### config.mk
export PLATFORM = sky130hd
export DESIGN_NAME = field_unpack_seq
export DESIGN_NICKNAME = d
export VERILOG_FILES = /design/src/rtl/field_unpack_pkg.sv /design/src/rtl/field_extract.sv /design/src/rtl/field_unpack_seq.sv
export SDC_FILE = /design/constraint.sdc
export NUM_CORES = 1
export LEC_CHECK = 0
export ABC_AREA = 1
export CAP_MARGIN = 20
export CORE_ASPECT_RATIO = 1.25
export CORE_MARGIN = 2
export CORE_UTILIZATION = 46
export CTS_CLUSTER_SIZE = 30
export DETAILED_ROUTE_END_ITERATION = 8
export PLACE_DENSITY = 0.68
export SLEW_MARGIN = 20
export SYNTH_ARGS = -nofsm -noshare
export SYNTH_HDL_FRONTEND = slang
export SYNTH_HIERARCHICAL = 1
export SYNTH_SLANG_ARGS = --single-unit
### constraint.sdc
create_clock -name clk -period 6.1 [get_ports clk]
set_input_delay 0.61 -clock clk [delete_from_list [all_inputs] [get_ports clk]]
set_output_delay 0.61 -clock clk [all_outputs]
set_load 0.01 [all_outputs]
### src/rtl/field_unpack_pkg.sv
// field_unpack_pkg
// Shared types and helpers for the field_unpack_seq bit-field unpacker.
//   state_e     : EMPTY (no word held) / HOLD (word held, bits remain)
//   dir_e       : DIR_UP (LSB-first walk) / DIR_DOWN (MSB-first walk)
//   WORD_W      : unpacked word width (only 32 is supported)
//   width_legal : true for the field widths 1, 2, 4 and 8
package field_unpack_pkg;

    localparam int WORD_W = 32;

    typedef enum logic {
        EMPTY = 1'b0,
        HOLD  = 1'b1
    } state_e;

    typedef enum logic {
        DIR_UP   = 1'b0,
        DIR_DOWN = 1'b1
    } dir_e;

    function automatic logic width_legal(input logic [3:0] w);
        logic legal;
        case (w)
            4'd1, 4'd2, 4'd4, 4'd8: legal = 1'b1;
            default:                legal = 1'b0;
        endcase
        return legal;
    endfunction

endpackage

### src/rtl/field_extract.sv
// field_extract
// Combinational field selector for field_unpack_seq.
// Returns word[idx +: width] (up) or word[idx -: width] (down), zero-extended
// to 8 bits. Only meaningful for legal widths that fit below/above idx; the
// caller discards the result otherwise.
// Ports:
//   i_word  : word being unpacked
//   i_dir   : 0 = up (idx is the field LSB), 1 = down (idx is the field MSB)
//   i_idx   : cursor bit position
//   i_width : field width (1, 2, 4, 8)
//   o_field : extracted field, zero-extended at the MSB side
module field_extract
    import field_unpack_pkg::*;
(
    input  logic [WORD_W-1:0] i_word,
    input  logic              i_dir,
    input  logic [4:0]        i_idx,
    input  logic [3:0]        i_width,
    output logic [7:0]        o_field
);

    logic [5:0] w_lo;
    logic [7:0] w_raw;
    logic [7:0] w_mask;

    // Shift the field down to bit 0 and keep only the requested width
    always_comb begin
        w_lo   = 6'd0;
        w_raw  = 8'd0;
        w_mask = 8'd0;
        // For a down select idx is the MSB, so the field LSB sits width-1 below it
        if (i_dir == DIR_DOWN) begin
            w_lo = {1'b0, i_idx} + 6'd1 - {2'b00, i_width};
        end else begin
            w_lo = {1'b0, i_idx};
        end
        w_raw = 8'(i_word >> w_lo);
        if ((i_width == 4'd0) || (i_width > 4'd8)) begin
            w_mask = 8'h00;
        end else begin
            w_mask = 8'hFF >> (4'd8 - i_width);
        end
        o_field = w_raw & w_mask;
    end

endmodule

### src/rtl/field_unpack_seq.sv
// field_unpack_seq
// Sequential bit-field unpacker. Accepts one 32-bit word (valid/ready), then
// returns fields of width 1/2/4/8 from a cursor walking LSB-first (up) or
// MSB-first (down). Illegal widths or requests larger than the remaining bits
// return an error result and discard the word. flush clears everything except
// the error counter.
// Optional feature macro: FIELD_UNPACK_ERR_CNT_EN adds the saturating
// err_count output; without it the port and its logic are absent.
// Ports:
//   clk, rst                      : clock, asynchronous active-high reset
//   word_valid/word_ready         : word handshake, word_data/word_dir latched
//   flush                         : synchronous discard, highest priority
//   req_valid/req_ready/req_width : field request handshake
//   out_valid/out_ready           : result handshake (registered output)
//   out_data/out_last/out_err     : field, final-bits flag, error flag
//   err_count                     : saturating error count (macro only)
module field_unpack_seq
    import field_unpack_pkg::*;
#(
    parameter int WORD_W    = 32,
    parameter int ERR_CNT_W = 16
)(
    input  logic                  clk,
    input  logic                  rst,
    input  logic                  word_valid,
    output logic                  word_ready,
    input  logic [WORD_W-1:0]     word_data,
    input  logic                  word_dir,
    input  logic                  flush,
    input  logic                  req_valid,
    output logic                  req_ready,
    input  logic [3:0]            req_width,
    output logic                  out_valid,
    input  logic                  out_ready,
    output logic [7:0]            out_data,
    output logic                  out_last,
    output logic                  out_err
`ifdef FIELD_UNPACK_ERR_CNT_EN
    ,
    output logic [ERR_CNT_W-1:0]  err_count
`endif
);

    state_e              r_state;
    logic [5:0]          r_rem;
    logic [WORD_W-1:0]   r_word;
    logic                r_dir;
    logic                r_out_valid;
    logic [7:0]          r_out_data;
    logic                r_out_last;
    logic                r_out_err;

    state_e              w_state_nxt;
    logic [5:0]          w_rem_nxt;
    logic [WORD_W-1:0]   w_word_nxt;
    logic                w_dir_nxt;
    logic                w_out_valid_nxt;
    logic [7:0]          w_out_data_nxt;
    logic                w_out_last_nxt;
    logic                w_out_err_nxt;
    logic                w_err_inc;

    logic                w_word_ready;
    logic                w_req_ready;
    logic                w_req_fire;
    logic                w_req_ok;
    logic [5:0]          w_rem_after;
    logic [4:0]          w_idx;
    logic [7:0]          w_field;

    // flush masks both acceptances so nothing is taken in a discard cycle
    assign w_word_ready = !flush && (r_state == EMPTY);
    assign w_req_ready  = !flush && (r_state == HOLD) && (!r_out_valid || out_ready);
    assign w_req_fire   = req_valid && w_req_ready;
    assign w_req_ok     = width_legal(req_width) && ({2'b00, req_width} <= r_rem);
    assign w_rem_after  = r_rem - {2'b00, req_width};

    // Cursor: up starts at 32-rem (field LSB), down at rem-1 (field MSB)
    always_comb begin
        w_idx = 5'd0;
        if (r_dir == DIR_DOWN) begin
            w_idx = 5'(r_rem - 6'd1);
        end else begin
            w_idx = 5'(6'd32 - r_rem);
        end
    end

    field_extract u_extract (
        .i_word  (r_word),
        .i_dir   (r_dir),
        .i_idx   (w_idx),
        .i_width (req_width),
        .o_field (w_field)
    );

    // Next-state, cursor and output-register update
    always_comb begin
        w_state_nxt     = r_state;
        w_rem_nxt       = r_rem;
        w_word_nxt      = r_word;
        w_dir_nxt       = r_dir;
        w_out_valid_nxt = r_out_valid;
        w_out_data_nxt  = r_out_data;
        w_out_last_nxt  = r_out_last;
        w_out_err_nxt   = r_out_err;
        w_err_inc       = 1'b0;

        if (flush) begin
            w_state_nxt     = EMPTY;
            w_rem_nxt       = 6'd0;
            w_out_valid_nxt = 1'b0;
            w_out_data_nxt  = 8'd0;
            w_out_last_nxt  = 1'b0;
            w_out_err_nxt   = 1'b0;
        end else begin
            case (r_state)
                EMPTY: begin
                    if (word_valid) begin
                        w_word_nxt  = word_data;
                        w_dir_nxt   = word_dir;
                        w_rem_nxt   = 6'd32;
                        w_state_nxt = HOLD;
                    end else begin
                        w_state_nxt = EMPTY;
                    end
                end
                HOLD: begin
                    if (w_req_fire) begin
                        if (w_req_ok) begin
                            w_out_data_nxt = w_field;
                            w_rem_nxt      = w_rem_after;
                            w_out_last_nxt = (w_rem_after == 6'd0);
                            w_out_err_nxt  = 1'b0;
                            if (w_rem_after == 6'd0) begin
                                w_state_nxt = EMPTY;
                            end else begin
                                w_state_nxt = HOLD;
                            end
                        end else begin
                            // Bad request: report it and drop the rest of the word
                            w_out_data_nxt = 8'd0;
                            w_out_last_nxt = 1'b1;
                            w_out_err_nxt  = 1'b1;
                            w_rem_nxt      = 6'd0;
                            w_state_nxt    = EMPTY;
                            w_err_inc      = 1'b1;
                        end
                    end else begin
                        w_state_nxt = HOLD;
                    end
                end
                default: begin
                    w_state_nxt = EMPTY;
                    w_rem_nxt   = 6'd0;
                end
            endcase

            // A consumed result is replaced in the same edge by a new one
            if (w_req_fire) begin
                w_out_valid_nxt = 1'b1;
            end else if (out_ready) begin
                w_out_valid_nxt = 1'b0;
            end else begin
                w_out_valid_nxt = r_out_valid;
            end
        end
    end

    // State, cursor, held word and output register
    always_ff @(posedge clk or posedge rst) begin
        if (rst) begin
            r_state     <= EMPTY;
            r_rem       <= 6'd0;
            r_word      <= {WORD_W{1'b0}};
            r_dir       <= 1'b0;
            r_out_valid <= 1'b0;
            r_out_data  <= 8'd0;
            r_out_last  <= 1'b0;
            r_out_err   <= 1'b0;
        end else begin
            r_state     <= w_state_nxt;
            r_rem       <= w_rem_nxt;
            r_word      <= w_word_nxt;
            r_dir       <= w_dir_nxt;
            r_out_valid <= w_out_valid_nxt;
            r_out_data  <= w_out_data_nxt;
            r_out_last  <= w_out_last_nxt;
            r_out_err   <= w_out_err_nxt;
        end
    end

`ifdef FIELD_UNPACK_ERR_CNT_EN
    logic [ERR_CNT_W-1:0] r_err_count;

    // Saturating error counter, survives flush
    always_ff @(posedge clk or posedge rst) begin
        if (rst) begin
            r_err_count <= {ERR_CNT_W{1'b0}};
        end else if (w_err_inc && (r_err_count != {ERR_CNT_W{1'b1}})) begin
            r_err_count <= r_err_count + ERR_CNT_W'(1);
        end else begin
            r_err_count <= r_err_count;
        end
    end

    assign err_count = r_err_count;
`else
    logic [ERR_CNT_W-1:0] w_unused_err_cnt;
    assign w_unused_err_cnt = {ERR_CNT_W{w_err_inc}};
`endif

    assign word_ready = w_word_ready;
    assign req_ready  = w_req_ready;
    assign out_valid  = r_out_valid;
    assign out_data   = r_out_data;
    assign out_last   = r_out_last;
    assign out_err    = r_out_err;

endmodule
* After elaboration in Yosys (flattened, before gate mapping)
Index checks and enable logic that the tools add are counted.
** Storage, ports and cells
- Input bits :: 43
- Register bits after elaboration :: 51
** Operators by class
- Mux-type cells :: 30
- Add/sub/neg operators :: 6
- Shift-type cells :: 2
- Equality and inequality tests :: 6
- Bitwise operators :: 3
- Reduce and logical (&&, ||, !) cells :: 18
- $lt $le $gt $ge :: 2
** Operators with widths (number)
- 2-to-1 mux 8 bit :: 5
- >> shifter 32 x 6 -> 8 bit :: 1
- 2-to-1 mux 6 bit :: 5
- 2-to-1 mux 1 bit :: 17
- case mux 6 bit (2 select lines) :: 1
- subtractor 6 x 4 -> 6 bit :: 2
- bitwise AND 8 bit :: 1
- >> shifter 8 x 4 -> 8 bit (first input constant) :: 1
- adder 5 x 1 -> 6 bit (second input constant) :: 1
- <= comparator 4 x 6 -> 1 bit :: 1
- zero test 6 bit :: 1
- logical AND 1 bit :: 5
- 2-to-1 mux 5 bit :: 1
- subtractor 1 x 5 -> 5 bit (first input constant) :: 1
- subtractor 5 x 1 -> 5 bit (second input constant) :: 1
- equality test 4 x 1 -> 1 bit (second input constant) :: 1
- equality test 4 x 2 -> 1 bit (second input constant) :: 1
- equality test 4 x 3 -> 1 bit (second input constant) :: 1
- equality test 4 bit (second input constant) :: 1
- > comparator 4 bit (second input constant) :: 1
- zero test 4 bit :: 1
- AND reduction 2 bit :: 2
- nonzero test 2 bit :: 2
- OR reduction 4 bit :: 1
- 9 further kinds :: 12

* Depth between registers and ports, before layout
- Depth in word-level cells :: 11
- Gate-level depth with buffers :: 22

* Modules after synthesis
The synthesis kept the hierarchy.
** By module, submodules not included
- field_unpack_seq :: cells each 298, instances 1, area each 2468.6 um^2, sequential area each 1276.2 um^2
- field_extract :: cells each 412, instances 1, area each 1939.4 um^2, sequential area each 0.0 um^2

* Worst setup path after synthesis
No wires, ideal clock.
- Path type :: register to register
- Start point :: register r_rem[1]
- End point :: register r_out_data[3], in the netlist out_data[3]
- Arrival time :: 2.900 ns
- Slack :: 3.083 ns
- Setup time :: 0.117 ns
- Period minus slack after synthesis :: 3.017 ns
- Cell stages (with the launch flop) :: 20
- Buffers on the path :: 1
- Cells stage by stage :: dfrtp_1 > inv_1 > ha_1 > xnor2_1 > xor2_1 > ha_1 > fa_1 > inv_1 > nand2_1 > o21ai_4 > inv_2 > a21oi_2 > buf_2 > nand2_1 > nand2_1 > inv_1 > a21oi_1 > nor2_1 > nand2_1 > o21ai_2
** On the way
- Word-level cells in the longest chain between the ends :: 11
** Ends and longest elaborated chain
- start: declaration :: RTL line field_unpack_seq.sv:45 : logic [5:0] r_rem;
- start signal: assignment :: RTL line field_unpack_seq.sv:182 : r_rem <= w_rem_nxt;
- subtractor 1 x 5 -> 5 bit or subtractor 5 x 1 -> 5 bit (tied branches) :: RTL line field_unpack_seq.sv:84, field_unpack_seq.sv:82
- 2-to-1 mux 5 bit (*) :: RTL line field_unpack_seq.sv:81 : if (r_dir == DIR_DOWN) begin
- net w_idx[2] :: RTL line field_unpack_seq.sv:68 : logic [4:0] w_idx;
- adder 5 x 1 -> 6 bit :: RTL line field_extract.sv:33 : w_lo = {1'b0, i_idx} + 6'd1 - {2'b00, i_width};
- subtractor 6 x 4 -> 6 bit :: RTL line field_extract.sv:33
- 2-to-1 mux 6 bit (*) :: RTL line field_extract.sv:32 : if (i_dir == DIR_DOWN) begin
- >> shifter 32 x 6 -> 8 bit (*) :: RTL line field_extract.sv:37 : w_raw = 8'(i_word >> w_lo);
- bitwise AND 8 bit (*) :: RTL line field_extract.sv:43 : o_field = w_raw & w_mask;
- net w_field[3] :: RTL line field_unpack_seq.sv:69 : logic [7:0] w_field;
- 2-to-1 mux 8 bit (*) :: RTL line field_unpack_seq.sv:129 : if (w_req_ok) begin
- 2-to-1 mux 8 bit (*) :: RTL line field_unpack_seq.sv:128 : if (w_req_fire) begin
- 2-to-1 mux 8 bit (*) :: RTL line field_unpack_seq.sv:116 : case (r_state)
- 2-to-1 mux 8 bit (*) :: RTL line field_unpack_seq.sv:108 : if (flush) begin
- end signal: assignment :: RTL line field_unpack_seq.sv:186 : r_out_data <= w_out_data_nxt;
- end: declaration :: RTL line field_unpack_seq.sv:49 : logic [7:0] r_out_data;
Mark *: on every way through the listed nets, which the timed path passes. The rest lies on a longest branch. The select of a mux whose other input is x is not followed.
A chain may end at the register's enable or synchronous reset.

* Worst setup path after layout
- Start point :: register r_dir
- End point :: register r_out_data[0], in the netlist out_data[0]
** On the way
- Word-level cells in the longest chain between the ends :: 10
** Ends and longest elaborated chain
- start: declaration :: RTL line field_unpack_seq.sv:47 : logic r_dir;
- start signal: assignment :: RTL line field_unpack_seq.sv:184 : r_dir <= w_dir_nxt;
- 2-to-1 mux 5 bit (*) :: RTL line field_unpack_seq.sv:81
- net w_idx[1] :: RTL line field_unpack_seq.sv:68
- adder 5 x 1 -> 6 bit :: RTL line field_extract.sv:33
- subtractor 6 x 4 -> 6 bit :: RTL line field_extract.sv:33
- 2-to-1 mux 6 bit (*) :: RTL line field_extract.sv:32
- >> shifter 32 x 6 -> 8 bit (*) :: RTL line field_extract.sv:37
- bitwise AND 8 bit (*) :: RTL line field_extract.sv:43
- net w_field[0] :: RTL line field_unpack_seq.sv:69
- 2-to-1 mux 8 bit (*) :: RTL line field_unpack_seq.sv:129
- 2-to-1 mux 8 bit (*) :: RTL line field_unpack_seq.sv:128
- 2-to-1 mux 8 bit (*) :: RTL line field_unpack_seq.sv:116
- 2-to-1 mux 8 bit (*) :: RTL line field_unpack_seq.sv:108
Marked as above.

==> metrics.csv <==
stage;metric;value;unit
outcome;status;finished, final reports clean;
finish;area_growth;16.63;%
critical_path;cp_common_cell;nand2_1;
synthesis;synth-main-ff-cell;dfrtp_1;
worst_hold_path;hold-path-cell-count;2;
timing;maxSlewHeadroom;42.29;%
route;wirelength;13030;um
worst_hold_path;holdCritPathClass;reg -> reg;
synthesis;synth_nets;772;
critical_path;cp.arrival;4.11;ns
pwr;p_comb_share;57.1;%
timing;min_period_over_period;63.56;%
synthesis;async_reset_ff_share;100.0;%
synthesis;synth_most_common_cell;nand2_1;
worst_hold_path;hold_end;r_word[28];
synthesis;synth-seq-area-share;28.95;%
critical_path;cpLargestDelayFamily;adder cells;
critical_path;reg2reg_to;out_data[0];
finish;drive_gt1_share;6.800;%
cts;cts_made_buffers;5;
timing;finalCriticalPeriod;3.877;ns
route;drc;0;
critical_path;worstSetupEndpointType;register;
synthesis;yosysTopAreaCell;dfrtp_1;
critical_path;critPathMaxFanout;16;
grt;grt_max_degree;52;
placement;placed_area;4987;um^2
synthesis;synth_cell_types;40;
finish;nets;811;
worst_hold_path;hp-start;r_word[28];
timing;fin_skew;0.007511;ns
timing;max_freq;257.9;MHz
timing;rsz0062_at_grt;no;
synthesis;synth.top_cell.area_share;28.95;%
timing;worstMarginPinSlew;0.8647;ns
synthesis;avgSynthCellArea;6.208;um^2
timing;finalMaxSlewViolations;0;
grt;groute.usage.overall;26.72;%
pwr;p_seq_share;25.5;%
synthesis;netlist_instances;710;
pwr;p_switching;856.1;uW
synthesis;synthTopCellsByArea;dfrtp_1 (29%), nand2_1 (27%), nand3_1 (14%);
finish;antenna_cells;0;
pwr;power.density;332.5;nW/um^2
grt;grt_pass1_wl;22340;um
critical_path;crit_chain;xor2_1, inv_1, ha_1, inv_1, ha_1, fa_1, inv_1, nand2_1, o21ai_4, inv_2, a21oi_2, nand3_1, nand2_1, nor2_1, nand2_1, nand2_1, nor2_1, nand2_1, o21ai_2;
critical_path;worstPathRequired;6.33;ns
pwr;netSwitchingFraction;50.07;%
cts;h-tree-depth;2;
cts;ctsResizeCount;0;
cts;cts.clk_slew.worst_paths;0.08;ns
placement;io_buffers;55;
route;drtIter0Drc;302;
timing;setup_viol;0;
job;drv_cap;0;
placement;hpwlAfterDp;10140;um
critical_path;crit_cells;19;
synthesis;ys_seq_elements;51;
cts;clock_latency;0.30;ns
cts;cts_tree;done;
synthesis;yosysWarnings;6;
critical_path;crit_path_start_kind;register;
critical_path;reg2reg_setup_slack;2.22;ns
die;rows;39;
pwr;p_int;853.6;uW
cts;postCtsSetupBuffers;0;
cts;hold_buffers;0;
finish;stdcell_area;5141;um^2
die;dieArea;10390;um^2
cts;cts_buffer_depth;2;
pwr;p_clk_share;17.5;%
grt;grt_pass1_vias;4642;
synthesis;synth-edff-count;0;
route;postRouteAntennaNets;0;
die;start_util;47.80;%
timing;finalHoldViolations;0;
route;routedWlPerCell;14.92;um
critical_path;r2r.worst_path.cells;19;
pwr;vdd_drop_max;171.5;uV
critical_path;critPathKind;reg -> reg;
grt;antenna_found_initial;0;
route;drtPass1Iterations;7;
die;die_w;91.56;um
cts;clockRootBuffer;clkbuf_16;
placement;globalplace.congestion;0.9438;
route;vias;4620;
die;ios;56;
die;die_y;113.4;um
cts;cts_num_sinks;51;
synthesis;synth.cell_area;4408;um^2
critical_path;worst-path-buf-inv;4;
grt;overflow;0;
pwr;power_leakage;0.002717;uW
critical_path;timing.rr.start;r_dir;
die;core;9223;um^2
timing;tns;0;ns
route;vias_per_cell;5.292;
synthesis;synth_common_cells;nand2_1 (313), nand3_1 (127), inv_1 (62);
critical_path;cp_slowest_cell;dfrtp_1;
critical_path;slowest_delay;0.83;ns
-- how the worst max path moves through the flow --
stage | startpoint | to | slack, ns
global route | r_dir | out_data[0] | 1.80
detailed placement | req_width[1] | out_data[3] | 2.17
global placement | req_width[1] | out_data[3] | 2.26
CTS | r_dir | out_data[3] | 2.25
floorplan | r_rem[1] | out_data[3] | 3.08
finish | r_dir | out_data[0] | 2.22
-- worst reg2reg max path, cell delays in order, from the launching register on --
cell and delay (ns):
dfrtp_1 0.83, xor2_1 0.21, inv_1 0.11, ha_1 0.28, inv_1 0.04, ha_1 0.22, fa_1 0.43, inv_1 0.06
nand2_1 0.07, o21ai_4 0.25, inv_2 0.26, a21oi_2 0.45, nand3_1 0.17, nand2_1 0.09, nor2_1 0.04, nand2_1 0.05
nand2_1 0.06, nor2_1 0.08, nand2_1 0.07, o21ai_2 0.05
-- routing by layer --
| metal | share of wire (%) | up-vias | routed length [um] | global-route usage, % |
|---|---|---|---|---|
| met2 | 50 | 152 | 6535 | 48.28 |
| li1 | - | 2337 | - | - |
| met5 | 0 | - | 0 | 0 |
| met3 | 3.5 | 33 | 452 | 2.972 |
| met1 | 42 | 2098 | 5528 | 32.31 |
| met4 | 3.9 | 0 | 512 | 10.71 |
-- cells by family after synthesis --
| kind of cell | Yosys count | synth area share, % |
|---|---|---|
| adder cells (fa/ha/maj) | 19 | 5.734 |
| AND/OR/NAND/NOR | 493 | 47.23 |
| AO/OA/AOI/OAI | 42 | 6.841 |
| XOR/XNOR | 8 | 1.589 |
| buffers and inverters | 97 | 9.651 |
| flip-flops | 51 | 28.95 |
-- stage by stage --
step	instances	power [uW]	worst slack [ns]	utilization (%)	hold slack, ns
4_1_cts	873	1706	2.250	55.73	0.4977
3_3_place_gp	865	1395	2.259	54.08	0.4691
3_5_place_dp	865	1404	2.174	54.08	0.4767
6_report	873	1710	2.223	55.75	0.4918
5_1_grt	873	1866	1.800	55.75	0.5102
2_1_floorplan	710	1140	3.083	-	0.4488
-- state kept, by name (all words and copies together), names as in the netlist --
signal	count
out_last	1
out_data	8
out_valid	1
out_err	1
r_dir	1
r_word	32
r_rem	6
r_state	1
-- power by group through the flow --
stage	logic, uW	clock network, uW	registers, uW
2_1_floorplan	719	0	421
3_3_place_gp	954	0	441
3_5_place_dp	962	0	442
4_1_cts	966	305	435
5_1_grt	1100	320	443
6_report	976	298	435
-- layout by cell type, fill, tap and decap left out, drive strengths merged --
cell           Yosys  routed
fa                 2       2
clkinvlp           0       1
nor2              35      35
nand3b             1       1
nor3               1       1
clkdlybuf4s50      0      55
xnor2              4       4
xor2               4       4
clkinv             2       3
or2                2       2
clkbuf             5       5
ha                17      17
and2               3       3
nand4              2       2
nand2            322     322
o21ai             26      26
inv               68      69
buf               22       4
a21oi             13      13
o211ai             1       1
dfrtp             51      51
nand3            127     127
a21boi             1       1
o22ai              1       1
-- area by class of cell --
type / instances / area (um^2)
clock buffer: 5 / 125.1
clock inverter: 3 / 27.53
fill: 919 / 4081
inverter: 70 / 267.8
multi-input combinational: 562 / 2710
sequential: 51 / 1276
tap: 123 / 153.9
timing repair buffer: 59 / 580.6
Note: power is estimated with default switching activity, not from simulation.
